### src/rtl/h_sync.sv
// Horizontal VGA timing: pixel-rate enable, column counter, hsync / scan-on / end-of-line.
// Optional macro HSYNC_EXT_TICK_EN replaces the internal clock divider with an external ext_tick input.
module h_sync #(
  parameter int   H_DISPLAY = 640,
  parameter int   H_FRONT   = 16,
  parameter int   H_SYNC    = 96,
  parameter int   H_BACK    = 48,
  parameter int   CLK_DIV   = 4,
  parameter logic SYNC_POL  = 1'b0
) (
  input  logic       clk,
  input  logic       reset,
`ifdef HSYNC_EXT_TICK_EN
  input  logic       ext_tick,
`endif
  output logic       p_tick,
  output logic [9:0] pixel_x,
  output logic       h_end,
  output logic       hsync,
  output logic       h_scan_on
);

  localparam int H_TOTAL    = H_DISPLAY + H_FRONT + H_SYNC + H_BACK;
  localparam int SYNC_START = H_DISPLAY + H_FRONT;
  localparam int SYNC_END   = SYNC_START + H_SYNC - 1;

  localparam logic [9:0] X_LAST     = 10'(H_TOTAL - 1);
  localparam logic [9:0] X_SYNC_BEG = 10'(SYNC_START);
  localparam logic [9:0] X_SYNC_END = 10'(SYNC_END);
  localparam logic [9:0] X_DISPLAY  = 10'(H_DISPLAY);

  if (H_TOTAL > 1024) begin : g_total_check
    $error("h_sync: H_TOTAL does not fit the 10-bit pixel_x counter");
  end
  if (CLK_DIV < 1) begin : g_div_check
    $error("h_sync: CLK_DIV must be at least 1");
  end

  logic w_tick;

`ifdef HSYNC_EXT_TICK_EN
  assign w_tick = ext_tick;
`else
  localparam int DIV_W = (CLK_DIV > 1) ? $clog2(CLK_DIV) : 1;
  localparam logic [DIV_W-1:0] DIV_LAST = DIV_W'(CLK_DIV - 1);

  logic [DIV_W-1:0] r_div_cnt;

  // With CLK_DIV = 1 the counter sits at 0 and the tick is permanently true.
  assign w_tick = (r_div_cnt == DIV_LAST);

  always_ff @(posedge clk) begin
    if (reset) begin
      r_div_cnt <= '0;
    end else if (w_tick) begin
      r_div_cnt <= '0;
    end else begin
      r_div_cnt <= r_div_cnt + 1'b1;
    end
  end
`endif

  logic [9:0] r_pixel_x;
  logic [9:0] w_x_next;
  logic       r_hsync;
  logic       r_scan_on;
  logic       w_hsync_next;
  logic       w_scan_next;

  // Decodes are taken from the next column so they update on the same edge as pixel_x.
  always_comb begin
    w_x_next = r_pixel_x;
    if (w_tick) begin
      w_x_next = (r_pixel_x == X_LAST) ? 10'd0 : r_pixel_x + 10'd1;
    end
    w_hsync_next = ((w_x_next >= X_SYNC_BEG) && (w_x_next <= X_SYNC_END)) ? SYNC_POL : ~SYNC_POL;
    w_scan_next  = (w_x_next < X_DISPLAY);
  end

  always_ff @(posedge clk) begin
    if (reset) begin
      r_pixel_x <= 10'd0;
      r_hsync   <= ~SYNC_POL;
      r_scan_on <= 1'b1;
    end else begin
      r_pixel_x <= w_x_next;
      r_hsync   <= w_hsync_next;
      r_scan_on <= w_scan_next;
    end
  end

  assign p_tick    = w_tick & ~reset;
  assign pixel_x   = r_pixel_x;
  assign h_end     = (r_pixel_x == X_LAST);
  assign hsync     = r_hsync;
  assign h_scan_on = r_scan_on;

endmodule

### config.mk
export PLATFORM = sky130hd
export DESIGN_NAME = h_sync
export DESIGN_NICKNAME = d
export VERILOG_FILES = /design/src/rtl/h_sync.sv
export SDC_FILE = /design/constraint.sdc
export NUM_CORES = 1
export LEC_CHECK = 0
export ABC_AREA = 0
export BUFFER_PORTS_ARGS = -buffer_cell sky130_fd_sc_hd__buf_2
export CORE_MARGIN = 8
export CORE_UTILIZATION = 35
export DETAILED_ROUTE_END_ITERATION = 6
export PLACE_DENSITY = 0.56
export SKIP_CTS_REPAIR_TIMING = 1
export SLEW_MARGIN = 0
export SYNTH_ARGS = -nofsm -noshare
export SYNTH_HDL_FRONTEND = slang
export SYNTH_SLANG_ARGS = --single-unit
### constraint.sdc
create_clock -name clk -period 1.6 [get_ports clk]
set_clock_uncertainty 0.05 [all_clocks]
set_input_delay 0.24 -clock clk [delete_from_list [all_inputs] [get_ports clk]]
set_output_delay 0.24 -clock clk [all_outputs]
set_load 0.01 [all_outputs]
Yosys cells after proc, flatten, opt, wreduce, memory -nomap -nowiden

Index checks and enable logic that the tools add are counted.

Reductions and logical operators: 2
Order comparisons: 3
Add/subtract/negate cells: 2
Multiplexer cells: 3
Equality and inequality tests: 2
Bitwise gates (word level): 2

Operator list:

| operator              | count |
|---|---|
| $mux 10               | 2 |
| $add 10x1->10 const B | 1 |
| $eq 10x10->1 const B  | 1 |
| $ge 10x10->1 const B  | 1 |
| $le 10x10->1 const B  | 1 |
| $lt 10x10->1 const B  | 1 |
| $add 2x1->2 const B   | 1 |
| $eq 2x2->1 const B    | 1 |
| $reduce_or 2->1       | 1 |
| $and 1x1->1           | 1 |
| $logic_and 1x1->1     | 1 |
| $mux 1                | 1 |
| $not 1->1             | 1 |

Output and inout port bits: 14
Logic and storage cells: 18
Input bits: 2
Register bits: 14

Logic depth before layout (Yosys ltp)

Depth after elaboration: 6
Mapped depth: 7
Mapped depth without buffers: 6

Least setup slack after synthesis

Ideal clock, no wire load.

Kind: reg2reg
From: reg r_pixel_x[0] (netlist: pixel_x[0])
To: reg r_scan_on (netlist: h_scan_on)
Data arrival time: 1470 ps
Path buffers: 1
Stages on the path, launching flop included: 7
Setup slack: -55 ps
Clock period less this slack: 1655 ps
Cell sequence: dfxtp_1 > ha_1 > and4_2 > buf_4 > a31o_2 > nor2_4 > o311ai_1

Longest elaborated chain between the ends: 4
Elaborated cells on any way between the ends: 5
Classes of those cells: 1 x add/sub; 1 x order compare; 1 x eq/ne; 2 x mux

Ends and longest elaborated chain:

| item                                          | RTL line | RTL |
|---|---|---|
| start, declared                               | 63       | `logic [9:0] r_pixel_x;` |
| start signal, assigned                        | 86       | `r_pixel_x <= w_x_next;` |
| $add 10x1->10 or $eq 10x10->1 (tied branches) | 74       | `w_x_next = (r_pixel_x == X_LAST) ? 10'd0 : r_pixel_x + 10'd1;` |
| $mux 10                                       | 74       |  |
| $mux 10 *                                     | 73       | `if (w_tick) begin` |
| $lt 10x10->1 *                                | 77       | `w_scan_next = (w_x_next < X_DISPLAY);` |
| end signal, assigned                          | 88       | `r_scan_on <= w_scan_next;` |
| end, declared                                 | 66       | `logic r_scan_on;` |

Every way passes the cells marked *; elsewhere a longest branch is shown, timed or not.
A chain may end at the register's enable or synchronous reset.

Final worst setup path

From: reg r_pixel_x[0] (netlist: pixel_x[0])
To: out h_end

Longest elaborated chain between the ends: 1

Ends and longest elaborated chain:

| item          | RTL line | RTL |
|---|---|---|
| $eq 10x10->1  | 94       | `assign h_end = (r_pixel_x == X_LAST);` |
| end, declared | 18       | `output logic h_end,` |

No other way between the ends.

==> metrics.yaml <==
status: "finished with violations"
failed_checks: "negative setup slack"
setup_viol: 1
place.gp.congestion: 0.795
p_leak_nw: 0.442
critPathArrivalTime_ps: 1340
die_w_um: 63.3
layout_common_cells: "buf_4 (19), buf_2 (15), dfxtp_1 (9)"
grt-ovfl-total: 0
drive_gt1_frac: 0.467
io_buffers: 15
ios: 16
vias: 726
hold_path_startpoint: "reset"
initial_core_util: 0.361
timing.final.crit_share: 1.02
die_height_um: 63.3
clk_latency_ps: 280
cp-end-kind: "output pin"
yosys.area.top_type: "dfxtp_1"
yosysWarnings: 0
hold_violations: 0
avgSynthCellArea_um2: 8.70
mostFrequentLayoutCell: "buf_4"
clk_pin_slew_ps: 90
cts_buffer_depth: 2
rows: 17
htree_levels: 1
finalCriticalPeriod_ps: 1630
yosysSeqAreaShare: 0.358
fillCellCount: 211
critical_path_class: "reg2out"
track_usage: 0.0951
min_to: "pixel_x[1]"
coreArea_um2: 2170
grt_pass1_wl_um: 3130
relSlewSlack: 0.791
rsz0062_at_grt: "true"
hp-class: "in2reg"
worst_pin_slew_ps: 311
worstPathRequired_ps: 1310
cts_tree: "built"
synthToLayoutAreaGrowth_pct: 41.2
synthArstFlopShare: 0
worstPathMaxFanout: 5
diodes: 0
fin_cells: 150
hold_depth: 2
antenna_found_initial: 0
tns_ps: -27.1
synthCells: 90
place_inst: 143
antenna_left: 0
multi_input_area_um2: 509
drt_iter0_drc: 11
dieArea_um2: 4010
grt_pass1_vias: 706
clock_sinks: 14
timing.rr.end: "hsync"
synth_nets: 94
synth_top_flop_cell: "dfxtp_1"
synth_area_leaders: "dfxtp_1 (36%), xor2_1 (5.6%), xnor2_1 (4.5%)"
drcViolationCount: 0
ys_types: 35
netlist_area_um2: 783
ff2ff_path_depth: 6
r2r_start: "r_div_cnt[0]"
ys_seq_elements: 14
ir_drop_mv: 0.338
seq_area_um2: 289
wirelength_um: 1910
yosysTopAreaCellShare: 0.358
max_cap_violations: 0
layout_setup_ws_ps: -27.1
clockRootBuffer: "clkbuf_4"
viasPerCell: 4.84
grt_start_max_net_pins: 10
ff2ff_setup_slack_ps: 110
first_pass_iters: 4
post_drt_wl_per_cell_um: 12.7
max_freq_ghz: 0.615
cp-start-kind: "flop"
nNetsFinal: 127
synth_edf_count: 0
numCtsBuffers: 3
slew_violations: 0
dpl.hpwl_um: 1390
cellPowerDensity_nw_per_um2: 606
-- cells in the mapped netlist (all sizes together), types with 2 or more instances --
cell,instances
xnor2,4
nor2,10
nor2b,3
nor3,2
inv,2
dfxtp,14
nand3,7
buf,7
ha,2
o31ai,2
nand2b,2
and4,2
nand4,3
xor2,5
nand2,6
a21oi,3
nand3b,2
-- worst max-delay path, stage by stage (launching register included) --
cell and delay (ps):
dfxtp_4 380, ha_4 150, buf_6 90, and3_4 160, nand3_2 90, inv_1 60
buf_2 120
-- layer usage --
| layer | GRT usage | share of wire | vias up | wire, µm |
|---|---|---|---|---|
| met3 | 0.0318 | 0.046 | 5 | 88 |
| li1 | - | - | 379 | - |
| met1 | 0.107 | 0.47 | 324 | 892 |
| met5 | 0 | 0 | - | 0 |
| met4 | 0.0585 | 0.017 | 0 | 33 |
| met2 | 0.151 | 0.47 | 18 | 891 |
-- worst max path at each step --
stage	end	cells past startpoint	startpoint	slack [ps]
final	h_end	6	pixel_x[0]	-30
after global routing	h_end	6	pixel_x[1]	-90
after CTS	h_end	6	pixel_x[0]	-170
after floorplan	h_scan_on	6	pixel_x[1]	10
after detailed placement	hsync	6	r_div_cnt[0]	-8
after global placement	hsync	6	r_div_cnt[0]	20
-- registers in the layout, indices dropped and copies added (netlist names) --
| name | flops |
|---|---|
| h_scan_on | 1 |
| hsync | 1 |
| pixel_x | 10 |
| r_div_cnt | 2 |
-- power by group --
| part | internal (mW) | total (mW) | switching [mW] |
|---|---|---|---|
| registers | 0.358 | 0.366 | 0.00849 |
| logic | 0.0233 | 0.0452 | 0.0219 |
| clock network | 0.139 | 0.258 | 0.120 |
-- area by class of cell --
type,count,share of cell area
inverter,2,0.00679
timing repair buffer,35,0.207
sequential,14,0.261
multi-input combinational,67,0.460
clock buffer,4,0.0328
tap,28,0.0317
-- cell families after synthesis --
logic type / Yosys count / synth area share
simple gates: 43 / 0.320
flops: 14 / 0.358
compound gates: 12 / 0.110
xor+xnor: 9 / 0.101
buf+inv: 9 / 0.0671
fa+ha+maj: 2 / 0.0319
mux: 1 / 0.0128
-- per-stage QoR --
step	util	area, µm²	hold WS [ps]	setup WS, ps	power, mW
3_5_place_dp	0.452	980	371	-8.49	0.411
4_1_cts	0.468	1020	197	-171	0.670
2_1_floorplan	-	787	354	11.0	0.396
5_1_grt	0.510	1110	202	-92.9	0.702
3_3_place_gp	0.452	980	363	16.7	0.411
6_report	0.510	1110	184	-27.1	0.670
No activity file was read; power rests on OpenSTA's default activity.
